==> config.mk <==
export PLATFORM = sky130hd
export DESIGN_NAME = ccip_dfh_chain_responder
export DESIGN_NICKNAME = d
export VERILOG_FILES = /design/src/rtl/ccip_dfh_chain_responder.sv
export SDC_FILE = /design/constraint.sdc
export NUM_CORES = 1
export LEC_CHECK = 0
export ABC_AREA = 1
export BUFFER_PORTS_ARGS = -buffer_cell sky130_fd_sc_hd__buf_2
export CORE_MARGIN = 4
export CORE_UTILIZATION = 38
export DETAILED_ROUTE_END_ITERATION = 10
export PLACE_DENSITY_LB_ADDON = 0.15
export RECOVER_POWER = 50
export SLEW_MARGIN = 30
export SYNTH_ARGS = -nofsm -noshare
export SYNTH_HDL_FRONTEND = slang
export SYNTH_SLANG_ARGS = --single-unit
==> constraint.sdc <==
create_clock -name clk -period 3.6 [get_ports clk]
set_input_delay 0 -clock clk [delete_from_list [all_inputs] [get_ports clk]]
set_output_delay 0 -clock clk [all_outputs]
set_load 0.02 [all_outputs]
==> src/rtl/ccip_dfh_chain_responder.sv <==
// ---------------------------------------------------------------------------
// ccip_dfh_chain_responder
//
// MMIO responder serving a run-time reconfigurable DFH linked list. Each of
// NUM_FEATURES slots occupies STRIDE_DW dwords. Slot 0 is the AFU header, the
// remaining slots are BBB headers. Disabled slots drop out of the chain: the
// previous enabled header points past them, and the last enabled header
// carries EOL.
//
// Per-slot dword offsets:
//   0/1 DFH, 2/3 UUID[63:0], 4/5 UUID[127:64], 6/7 SCRATCH (read/write).
//   Everything else, slots >= NUM_FEATURES and disabled slots read as 0.
//
// Handshake: requests are valid-only (no ready). A read accepted in cycle T
// produces exactly one mmio_rsp_valid pulse in cycle T+2 with the same tid;
// responses come back in request order, one per cycle at full rate.
//
// Ports:
//   clk, reset_n         clock, asynchronous active-low reset
//   feature_en           slot enables (bit 0 forced on)
//   mmio_rd_*            read request: valid, dword addr, 64-bit flag, tid
//   mmio_wr_*            write request: valid, dword addr, 64-bit flag, data
//   mmio_rsp_*           read response: valid, tid, data
// ---------------------------------------------------------------------------
module ccip_dfh_chain_responder #(
  parameter int NUM_FEATURES = 4,
  parameter int STRIDE_DW    = 'h400,
  parameter int ADDR_W       = 16,
  parameter logic [NUM_FEATURES*12-1:0]  FEATURE_IDS   = '0,
  parameter logic [NUM_FEATURES*4-1:0]   FEATURE_VERS  = '0,
  parameter logic [NUM_FEATURES*128-1:0] FEATURE_UUIDS = '0
) (
  input  logic                    clk,
  input  logic                    reset_n,
  input  logic [NUM_FEATURES-1:0] feature_en,
  input  logic                    mmio_rd_valid,
  input  logic [ADDR_W-1:0]       mmio_rd_addr,
  input  logic                    mmio_rd_len64,
  input  logic [8:0]              mmio_rd_tid,
  input  logic                    mmio_wr_valid,
  input  logic [ADDR_W-1:0]       mmio_wr_addr,
  input  logic                    mmio_wr_len64,
  input  logic [63:0]             mmio_wr_data,
  output logic                    mmio_rsp_valid,
  output logic [8:0]              mmio_rsp_tid,
  output logic [63:0]             mmio_rsp_data
);

  localparam int OFF_W  = $clog2(STRIDE_DW);
  localparam int SLOT_W = ADDR_W - OFF_W;
  localparam logic [31:0] NF_U = NUM_FEATURES;

  // DFH word for slot i given the enable vector seen by this read.
  function automatic logic [63:0] dfh_word(input int i, input logic [NUM_FEATURES-1:0] en);
    logic        found;
    int          nxt;
    logic [23:0] next_b;
    logic [3:0]  ftype;
    found = 1'b0;
    nxt   = 0;
    for (int j = 0; j < NUM_FEATURES; j++) begin
      if (!found && j > i && en[j]) begin
        found = 1'b1;
        nxt   = j;
      end
    end
    next_b = found ? 24'((nxt - i) * STRIDE_DW * 4) : 24'd0;
    ftype  = (i == 0) ? 4'd1 : 4'd2;
    return {ftype, 19'd0, ~found, next_b, FEATURE_VERS[4*i +: 4], FEATURE_IDS[12*i +: 12]};
  endfunction

  logic [63:0] r_scratch [NUM_FEATURES];

  // Request decode
  logic [31:0]      w_rd_slot;
  logic [OFF_W-1:0] w_rd_off;
  logic [31:0]      w_wr_slot;
  logic [OFF_W-1:0] w_wr_off;
  logic [63:0]      w_rd_scratch;

  assign w_rd_slot = 32'(mmio_rd_addr[ADDR_W-1:OFF_W]);
  assign w_rd_off  = mmio_rd_addr[OFF_W-1:0];
  assign w_wr_slot = 32'(mmio_wr_addr[ADDR_W-1:OFF_W]);
  assign w_wr_off  = mmio_wr_addr[OFF_W-1:0];

  // Scratch is captured in stage 1 so a same-cycle write is not yet visible.
  always_comb begin
    w_rd_scratch = '0;
    for (int k = 0; k < NUM_FEATURES; k++) begin
      if (w_rd_slot == 32'(k)) w_rd_scratch = r_scratch[k];
    end
  end

  // Stage 1: registered request, enables and scratch snapshot
  logic                    r_s1_valid;
  logic [31:0]             r_s1_slot;
  logic [OFF_W-1:0]        r_s1_off;
  logic                    r_s1_len64;
  logic [8:0]              r_s1_tid;
  logic [NUM_FEATURES-1:0] r_s1_en;
  logic [63:0]             r_s1_scratch;

  always_ff @(posedge clk or negedge reset_n) begin
    if (!reset_n) begin
      r_s1_valid   <= 1'b0;
      r_s1_slot    <= '0;
      r_s1_off     <= '0;
      r_s1_len64   <= 1'b0;
      r_s1_tid     <= '0;
      r_s1_en      <= '0;
      r_s1_scratch <= '0;
    end else begin
      r_s1_valid <= mmio_rd_valid;
      if (mmio_rd_valid) begin
        r_s1_slot    <= w_rd_slot;
        r_s1_off     <= w_rd_off;
        r_s1_len64   <= mmio_rd_len64;
        r_s1_tid     <= mmio_rd_tid;
        r_s1_en      <= feature_en | NUM_FEATURES'(1);
        r_s1_scratch <= w_rd_scratch;
      end
    end
  end

  // Stage 2 data selection
  logic [63:0]  w_dfh;
  logic [127:0] w_uuid;
  logic         w_slot_on;
  logic [63:0]  w_qword;
  logic [63:0]  w_rsp_data;

  always_comb begin
    w_dfh     = '0;
    w_uuid    = '0;
    w_slot_on = 1'b0;
    w_qword   = '0;
    for (int k = 0; k < NUM_FEATURES; k++) begin
      if (r_s1_slot == 32'(k)) begin
        w_dfh     = dfh_word(k, r_s1_en);
        w_uuid    = FEATURE_UUIDS[128*k +: 128];
        w_slot_on = r_s1_en[k];
      end
    end
    if (w_slot_on && r_s1_slot < NF_U) begin
      case (r_s1_off[OFF_W-1:1])
        (OFF_W-1)'(0): w_qword = w_dfh;
        (OFF_W-1)'(1): w_qword = w_uuid[63:0];
        (OFF_W-1)'(2): w_qword = w_uuid[127:64];
        (OFF_W-1)'(3): w_qword = r_s1_scratch;
        default:       w_qword = '0;
      endcase
    end
    if (r_s1_len64) w_rsp_data = w_qword;
    else            w_rsp_data = {32'd0, r_s1_off[0] ? w_qword[63:32] : w_qword[31:0]};
  end

  // Stage 2: registered response
  always_ff @(posedge clk or negedge reset_n) begin
    if (!reset_n) begin
      mmio_rsp_valid <= 1'b0;
      mmio_rsp_tid   <= '0;
      mmio_rsp_data  <= '0;
    end else begin
      mmio_rsp_valid <= r_s1_valid;
      if (r_s1_valid) begin
        mmio_rsp_tid  <= r_s1_tid;
        mmio_rsp_data <= w_rsp_data;
      end
    end
  end

  // Scratch writes land regardless of the slot's enable.
  always_ff @(posedge clk or negedge reset_n) begin
    if (!reset_n) begin
      for (int k = 0; k < NUM_FEATURES; k++) r_scratch[k] <= '0;
    end else if (mmio_wr_valid) begin
      for (int k = 0; k < NUM_FEATURES; k++) begin
        if (w_wr_slot == 32'(k)) begin
          if (mmio_wr_len64 && (w_wr_off == OFF_W'(6) || w_wr_off == OFF_W'(7)))
            r_scratch[k] <= mmio_wr_data;
          else if (!mmio_wr_len64 && w_wr_off == OFF_W'(6))
            r_scratch[k][31:0] <= mmio_wr_data[31:0];
          else if (!mmio_wr_len64 && w_wr_off == OFF_W'(7))
            r_scratch[k][63:32] <= mmio_wr_data[31:0];
        end
      end
    end
  end

endmodule

; Word-level counts from Yosys, hierarchy flattened
; Cells that the tools add are included.
[classes]
mux = 43
n_lt_le_gt_ge = 1
reduce_logical = 26
n_eq_ne = 13
bitwise_logic = 3
addsub = 2
[ops]
columns = op, count
row1 = 2-to-1 mux 64 bit, 9
row2 = 2-to-1 mux 32 bit, 4
row3 = case mux 64 bit (2 select lines), 1
row4 = logical NOT 32 bit, 3
row5 = 2-to-1 mux 24 bit, 3
row6 = 2-to-1 mux 62 bit, 1
row7 = 2-to-1 mux 61 bit, 1
row8 = 2-to-1 mux 12 bit, 4
row9 = equality test 6 x 2 -> 1 bit (second input constant), 6
row10 = equality test 10 x 3 -> 1 bit (second input constant), 2
row11 = equality test 6 x 1 -> 1 bit (second input constant), 3
row12 = 2-to-1 mux 1 bit, 17
row13 = AND reduction 4 bit, 4
row14 = AND reduction 3 bit, 4
row15 = subtractor 12 x 2 -> 12 bit (second input constant), 1
row16 = subtractor 12 x 3 -> 12 bit (second input constant), 1
row17 = equality test 9 x 2 -> 1 bit (second input constant), 1
row18 = logical NOT 9 bit, 1
row19 = logical AND 1 bit, 7
row20 = < comparator 6 x 3 -> 1 bit (second input constant), 1
row21 = 2-to-1 mux 2 bit, 3
row22 = logical NOT 1 bit, 4
row23 = nonzero test 2 bit, 2
row24 = NOT 1 bit, 3
row25 = 2 further kinds, 2
[totals]
ff_bits = 425
output_inout_bits = 74
input_bits = 115

; Logic depth before layout (Yosys ltp)
; Gate-level depths: netlist of run 1.
[depth]
word_depth = 19
ltp_mapped = 11

; Worst setup path after synthesis of run 1
; OpenSTA, ideal clock, no wires.
[synth_path]
path_type = register -> register
from = reg r_s1_slot[3]
to = reg mmio_rsp_data[54]
path_stages_with_launch = 11
path_slack_ps = 2017
arrival_ps = 1518
setup_time_ps = 66
required_ps = 3534
period_less_slack_ps = 1583
cell_sequence = dfrtp_1 > nor2_1 > nand2_1 > inv_2 > nand3_1 > nand3_2 > nand2_2 > nor2_2 > buf_4 > nand3_1 > nand2_1
[synth_via]
elab_chain_len = 8
elab_cells_between_ends = 16
cone_classes = order compare: 1 / eq/ne: 3 / mux: 10 / reduce/logical: 2
[synth_rtl]
columns = item, line_no
row1 = from (decl), 96  ; logic [31:0] r_s1_slot;
row2 = from (signal assigned), 115  ; r_s1_slot <= w_rd_slot;
row3 = logical NOT 32 bit, 138  ; if (r_s1_slot == 32'(k)) begin
row4 = 2-to-1 mux 1 bit (4 in series), 138
row5 = logical AND 1 bit, 144  ; if (w_slot_on && r_s1_slot < NF_U) begin
row6 = 2-to-1 mux 64 bit (*), 144
row7 = 2-to-1 mux 64 bit (*), 153  ; if (r_s1_len64) w_rsp_data = w_qword;
row8 = to (signal assigned), 167  ; mmio_rsp_data <= w_rsp_data;
row9 = to (decl), 46  ; output logic [63:0] mmio_rsp_data
; Every way passes the cells marked *; elsewhere a longest branch is shown, timed or not.
; A chain may end at the register's enable or synchronous reset.

==> results of run 1 <==
-- cells by family after synthesis --
group,Yosys count
and+or+nand+nor,1282
DFF,425
AOI/OAI and AO/OA,334
buffers and inverters,305
-- timing repair --
action | 4_1_cts | 5_1_grt
resized for setup | 0 | 0
hold endpoints to repair | 499 | 0
hold buffers | 125 | 0
-- path summary, 6_finish.rpt --
path / cells after the start / slack, ps / start / endpoint
max: 5 / 670 / mmio_rd_valid / r_s1_scratch[13]$_DFFE_PN0P_
min: 5 / 20 / mmio_wr_data[33] / r_scratch[33]$_DFFE_PN0P_
max reg2reg: 10 / 880 / r_s1_slot[3]$_DFFE_PN0P_ / mmio_rsp_data[32]$_DFFE_PN0P_
min reg2reg: 2 / 470 / mmio_rsp_tid[8]$_DFFE_PN0P_ / mmio_rsp_tid[8]$_DFFE_PN0P_
max in group asynchronous: 3 / 820 / reset_n / r_scratch[165]$_DFFE_PN0P_
min in group asynchronous: 3 / 590 / reset_n / r_s1_scratch[44]$_DFFE_PN0P_
-- cell type report --
type                    instances  share of cell area (%)
flip-flops and latches        425                    45.3
multi-input cells            1616                    31.5
repair buffers                356                    10.7
clock buffers                  78                    6.20
well taps                     672                    3.58
inverters                     143                    2.30
clock inverters                11                   0.421
diodes                          3                  0.0320
-- worst min-delay path: cells and delay by family --
family | cells | cell delay [ps]
buffers and inverters | 2 | 120
AO/OA/AOI/OAI | 1 | 240
AND/OR/NAND/NOR | 2 | 200
-- stage by stage --
step                      power, mW  hold slack, ps  util, %  instances  setup WS (ps)
after floorplan                5.46            -296        -       2346           2020
after global placement         5.91             203     41.3       3086            944
after detailed placement       5.92           -21.7     41.4       3087            911
after CTS                      10.9            2.19     47.0       3301            872
after global routing           11.2            63.2     46.8       3302            300
final                          10.8            20.4     46.8       3304            672
-- power by group --
group          switching, mW  total (mW)  leakage (nW)  internal (mW)
logic                  0.648       0.952          5.10          0.304
registers             0.0977        4.99          5.75           4.90
clock network           2.02        4.86         0.759           2.84
-- layer usage --
metal | part of all wire (%) | wire, um
met1 | 45 | 30500
met2 | 45 | 30400
met3 | 6.6 | 4450
met4 | 3.7 | 2490
met5 | 0 | 0
-- flip-flops by register name (all words and copies together), names as in the netlist --
signal / count
r_scratch: 256
r_s1_scratch: 64
mmio_rsp_data: 64
mmio_rsp_valid: 1
r_s1_valid: 1
r_s1_en: 4
mmio_rsp_tid: 9
r_s1_slot: 6
r_s1_tid: 9
r_s1_len64: 1
r_s1_off: 10
-- cell usage after synthesis --
| cell type | instances | share of area (%) |
|---|---|---|
| sky130_fd_sc_hd__o21ai_0 | 43 | 1.1 |
| sky130_fd_sc_hd__nand4_1 | 138 | 4.5 |
| sky130_fd_sc_hd__dfrtp_1 | 425 | 55 |
| sky130_fd_sc_hd__nor2_1 | 131 | 2.5 |
| sky130_fd_sc_hd__a41oi_1 | 56 | 2.5 |
| sky130_fd_sc_hd__inv_2 | 8 | 0.16 |
| sky130_fd_sc_hd__nand3_4 | 8 | 0.73 |
| sky130_fd_sc_hd__nand3_2 | 1 | 0.052 |
| sky130_fd_sc_hd__o2111ai_1 | 7 | 0.32 |
| sky130_fd_sc_hd__a22oi_1 | 1 | 0.039 |
| sky130_fd_sc_hd__a21oi_1 | 65 | 1.7 |
| sky130_fd_sc_hd__clkinv_1 | 1 | 0.019 |
| sky130_fd_sc_hd__inv_1 | 134 | 2.6 |
| sky130_fd_sc_hd__buf_1 | 14 | 0.27 |
| sky130_fd_sc_hd__o21ai_1 | 161 | 4.2 |
| sky130_fd_sc_hd__clkbuf_1 | 105 | 2.0 |
| sky130_fd_sc_hd__buf_2 | 4 | 0.10 |
| sky130_fd_sc_hd__or2_2 | 5 | 0.16 |
| sky130_fd_sc_hd__nand3_1 | 95 | 2.5 |
| sky130_fd_sc_hd__nor3b_2 | 1 | 0.065 |
| sky130_fd_sc_hd__nand2_2 | 1 | 0.032 |
| sky130_fd_sc_hd__nor2_2 | 1 | 0.032 |
| sky130_fd_sc_hd__buf_6 | 3 | 0.18 |
| sky130_fd_sc_hd__nor2_8 | 1 | 0.10 |
| sky130_fd_sc_hd__nor3_1 | 1 | 0.026 |
| sky130_fd_sc_hd__nand2_1 | 899 | 17 |
| sky130_fd_sc_hd__buf_4 | 36 | 1.4 |
| sky130_fd_sc_hd__a21oi_2 | 1 | 0.045 |
==> results.md, run 1 <==
* Outcome: finished, violations left
* Violations in the final reports: max-capacitance violations, max-slew violations
* Crit-path max FO at 50
* Total via count in the routed design at between 15,000 and 20,000
* Count of endpoints failing hold in the final timing report at 0
* DIE WIDTH at 233 um
* Global routing met3 resource utilization at 3.83%
* Max-slew violation count at 335
* Final cell area excluding filler cells at 0.0235 mm^2
* Grt total ovfl at 0
* Measured slew at the worst slew-check pin at 2860 ps
* Area share of xor/xnor cells in the synthesized design at 0%
* Leakage power summed over all cells at 11.6 nW
* Initial Utilization at around two fifths
* Number of buffers on the longest clock path at 3
* Fill cells at 4,946
* List of cells traversed by the critical path: clkbuf_1 -> clkbuf_1 -> buf_4 -> nor2_1 -> a41oi_1
* Fraction of layout cells with a size suffix above 1 at 12.1%
* Maxcap violations at 7
* Area occupied by registers at 0.0106 mm^2
* Post-synthesis average cell area at 8.22 um^2
* Global-route wire length before repair at between 100,000 and 150,000 um
* Inserted Clock Buffers at 48
* Number of warnings reported in the yosys synthesis log at 0
* # IOs at roughly 190
* Syn Nets at 2,461
* Detail Route Antenna Nets at 0
* Area growth from synthesis to final layout at 21.7%
* Headroom to the max-slew limit at -90.8%
* Arrival @ worst endpoint at 3410 ps
* Gate count of the mapped netlist at about 2,300
* Post-layout minimum cycle time at 2930 ps
* Leading cell types in the layout, fill and taps excluded: sky130_fd_sc_hd__nand2_1 (899), sky130_fd_sc_hd__dfrtp_1 (425), sky130_fd_sc_hd__buf_2 (172)
* Setup TNS Final at 0 ps
* Largest stage delay, worst path at 1160 ps
* Post-DP HPWL at around 42,000 um
* Final period util at 81.3%
* Sequential cell area fraction in the yosys report at about 55%
* Most common library cell in the layout ignoring fill and taps: sky130_fd_sc_hd__nand2_1
* Number of clock sinks at 425
* Net count reported at finish at 2,705
* Maximum number of pins on one net before global-route repair at 74
* Most frequent cell on the critical path: sky130_fd_sc_hd__clkbuf_1
* Summed instance area of the synthesized netlist at 0.0193 mm^2
* Vias in the first global route at 16,995
* Violation count after the first detailed-route iteration at 1,602
* Via count normalized by instance count at 5.29
* Core box area at 0.0502 mm^2
* Most congested layer reported by global routing: met2
* Mean routed wirelength per cell at 20.6 um
* Root buffer cell: sky130_fd_sc_hd__clkbuf_16
* Clock transition at the registers of the reported paths at 60 ps
* Site Rows at 82
* Drt total wl at 67,900 um
* All-Layer GR Usage at ~25%
* Main combinational cell family by area after synthesis: simple AND/OR/NAND/NOR gates
* Element type at the critical path end: flip-flop
* Placer Congestion at around 0.87
* P per Cell Area at 460 mW/mm^2
* Clock tree from TritonCTS: built
* Port Buffers at 187
* Multi-input combinational cell area at 0.00739 mm^2
* Met2 usage at roughly two fifths
* CTS H-tree depth at 2
* Netlist cell types at 28
* Number of antenna violations at the first check in global routing at 1
* Area of the die at 0.0544 mm^2
* Setup repair after global routing missed its margin: no
* Initial DRT Pass Iterations at 5
* WP buf/inv at 3
* Multiplexer share of the synthesized area at 0%
* Flip-flop and latch count after synthesis at approximately 430
* Simple-gate share of the synthesized area at 28.2%
* Type of the most critical hold path: primary input to flip-flop
* Area after detailed placement at 0.0208 mm^2
* Vertical extent of the die at roughly 230 um
* Setup-violating endpoint count in the final report at 0
* Compound-Gate Fraction of Synth Area at 9.92%
* Clock Skew at around 24 ps
* Critical path required time at 4080 ps
* Timing-limited maximum frequency at 342 MHz
* Remaining routing DRC violations at 0
* Grt met1 use at roughly a third
* Max rail drop VDD at 0.332 mV
* Post-synthesis adder-cell area fraction at 0%
* Delay-heaviest family, CP: buffers and inverters
* Cell with the largest stage delay on the worst path: sky130_fd_sc_hd__clkbuf_1
* Number of buffers added for setup after CTS at 0
* Critical path class: primary input to flip-flop
* Later-pin clock latency in the skew report at 600 ps
* Startpoint types: primary input
(Power assumes the default switching activity.)
==> inputs of run 2 (changes only) <==
clock period = 2.63 ns   (was 3.6 ns; I/O delays follow)
==> run 2 against run 1 <==
Compared with the run above: the run still ends with max-capacitance violations, max-slew violations left; via count is 0.84% lower; cell count is 0.88% lower; sequential cell count stayed put; critical endpoint is now r_s1_off[9]$_DFFE_PN0P_; largest cell class unchanged; clock skew is 1.4 ps lower; non-clock buffer count is 20 lower; cell area is 0.36% lower; sequential power is 37% higher.
==> results.md, run 2 (synthesized netlist as in run 1, its figures left out) <==
* Post-layout minimum cycle time at 2190 ps
* Max-slew violation count at 74
* Drt total wl at 67,200 um
* Post-layout instance count excluding filler cells at approximately 3,300
* Root buffer cell: sky130_fd_sc_hd__clkbuf_16
* Quantity of gates resized following cts at 0
* Fraction of layout cells with a size suffix above 1 at 12.5%
* Port Buffers at 187
* Number of buffers on the longest clock path at 3
* Arrival @ worst endpoint at 2580 ps
* Mean routed wirelength per cell at 20.5 um
* Maxcap violations at 1
* Violations in the final reports: max-capacitance violations, max-slew violations
* Setup TNS Final at 0 ps
* Critical path class: primary input to flip-flop
* Detail Route Antenna Nets at 0
* Reg with most FFs: r_scratch
* Critical path required time at 3030 ps
* Post-route total power at 14.7 mW
* Largest stage delay, worst path at 960 ps
* Violation count after the first detailed-route iteration at 1,607
* Grt total ovfl at 0
* Global-route wire length before repair at 103,000 um
* DIE WIDTH at 233 um
* Core box area at about 0.05 mm^2
* Registers with the most flip-flops: r_scratch: 256 flops, mmio_rsp_data: 64 flops, r_s1_scratch: 64 flops
* Post-route setup slack at 443 ps
* CTS H-tree depth at 2
* List of cells traversed by the critical path: dlygate4sd3_1 -> clkbuf_1 -> clkbuf_2 -> o21ai_0
* Site Rows at between 80 and 90
* Startpoint types: primary input
* Placer Congestion at between 0.8 and 0.9
* # IOs at 189
* Outcome: finished, violations left
* P per Cell Area at between 600 and 700 mW/mm^2
* Count of endpoints failing hold in the final timing report at 0
* Initial DRT Pass Iterations at 7
* Net count reported at finish at approximately 2,700
* Total via count in the routed design at 17,317
* Cell with the largest stage delay on the worst path: sky130_fd_sc_hd__clkbuf_2
* Maximum number of pins on one net before global-route repair at 121
* Setup-violating endpoint count in the final report at 0
* Leading cell types in the layout, fill and taps excluded: sky130_fd_sc_hd__nand2_1 (899), sky130_fd_sc_hd__dfrtp_1 (425), sky130_fd_sc_hd__o21ai_1 (161)
* Vertical extent of the die at 233 um
* Timing-limited maximum frequency at 457 MHz
* Clock tree from TritonCTS: built
* Leakage power summed over all cells at 11.6 nW
* Measured slew at the worst slew-check pin at 2310 ps
* Vias in the first global route at roughly 17,000
* Most common library cell in the layout ignoring fill and taps: sky130_fd_sc_hd__nand2_1
* Setup repair after global routing missed its margin: no
* Area occupied by registers at between 0.01 and 0.015 mm^2
* Later-pin clock latency in the skew report at 580 ps
* Area growth from synthesis to final layout at 21.3%
* Type of the most critical hold path: primary input to flip-flop
* Multi-input combinational cell area at 0.00739 mm^2
* Element type at the critical path end: flip-flop
* Clock transition at the registers of the reported paths at 60 ps
* Worst slack after detailed placement at 568 ps
* Antenna Cells at 0
* Hold bufs inserted after CTS at 93
* Area of the die at between 0.05 and 0.06 mm^2
* WP buf/inv at 3
* Crit-path max FO at 58
* Number of clock sinks at between 400 and 500
* Remaining routing DRC violations at 0
* Final period util at 83.2%
* All-Layer GR Usage at between 20% and 30%
* Via count normalized by instance count at 5.29
* Max rail drop VDD at 0.466 mV
* Number of buffers added for setup after CTS at 0
* Initial Utilization at 38.5%
* Utilization after layout at a little under half
* Headroom to the max-slew limit at -54.0%
* Clock Skew at 22.8 ps
* Delay-heaviest family, CP: buffers and inverters
* Flip-flop count of the largest register, all copies and words added at 256
* Fill cells at ~5,000
* Post-DP HPWL at 42,100 um
* Number of antenna violations at the first check in global routing at 0
* Inserted Clock Buffers at 47
* Placed cells at 3,099
[run 2: metrics by stage]
step	hold slack [ps]	instance area, um^2
detailed placement	52.6	21000
finish	17.2	23400
floorplan	-296	19300
global route	52.1	23400
global placement	44.0	21000
CTS	0.444	23500
[run 2: power by group]
| group | internal [mW] | leakage (nW) | switching [mW] | total, mW |
|---|---|---|---|---|
| Sequential | 6.70 | 5.75 | 0.129 | 6.83 |
| Clock | 3.88 | 0.760 | 2.69 | 6.57 |
| Combinational | 0.402 | 5.05 | 0.882 | 1.28 |
[run 2: final cells by class]
class	instances	share of cell area, %
Inverter	143	2.30
Tap cell	672	3.59
Sequential cell	425	45.5
Clock buffer	71	6.19
Multi-Input combinational cell	1616	31.6
Clock inverter	12	0.396
Timing Repair Buffer	336	10.5
[run 2: worst paths after layout]
| kind | depth (start not counted) | start | to | slack (ps) |
|---|---|---|---|---|
| setup reg to reg | 10 | r_s1_slot[5]$_DFFE_PN0P_ | mmio_rsp_data[33]$_DFFE_PN0P_ | 540 |
| setup / recovery | 4 | mmio_rd_valid | r_s1_off[9]$_DFFE_PN0P_ | 440 |
| min in group asynchronous | 2 | reset_n | r_s1_tid[0]$_DFFE_PN0P_ | 630 |
| hold reg to reg | 2 | mmio_rsp_tid[0]$_DFFE_PN0P_ | mmio_rsp_tid[0]$_DFFE_PN0P_ | 470 |
| hold / removal | 5 | mmio_wr_data[63] | r_scratch[255]$_DFFE_PN0P_ | 20 |
| max in group asynchronous | 2 | reset_n | r_scratch[61]$_DFFE_PN0P_ | 600 |
[run 2: worst register-to-register path, cell delays in order, from the launching register on]
cell and delay (ps):
sky130_fd_sc_hd__dfrtp_1 370, sky130_fd_sc_hd__nor2_1 160, sky130_fd_sc_hd__nand2_1 130, sky130_fd_sc_hd__inv_2 130, sky130_fd_sc_hd__nand3_1 100, sky130_fd_sc_hd__nand3_2 100, sky130_fd_sc_hd__nand2_2 270, sky130_fd_sc_hd__nor2_2 180
sky130_fd_sc_hd__buf_4 350, sky130_fd_sc_hd__nand3_1 160, sky130_fd_sc_hd__nand2_1 80
[run 2: layer usage]
layer	GRT usage (%)	wire, um	up-vias
li1	-	-	8143
met1	34.4	29500	8409
met2	38.8	30500	654
met3	4.52	4840	111
met4	8.52	2310	0
met5	0	0	-
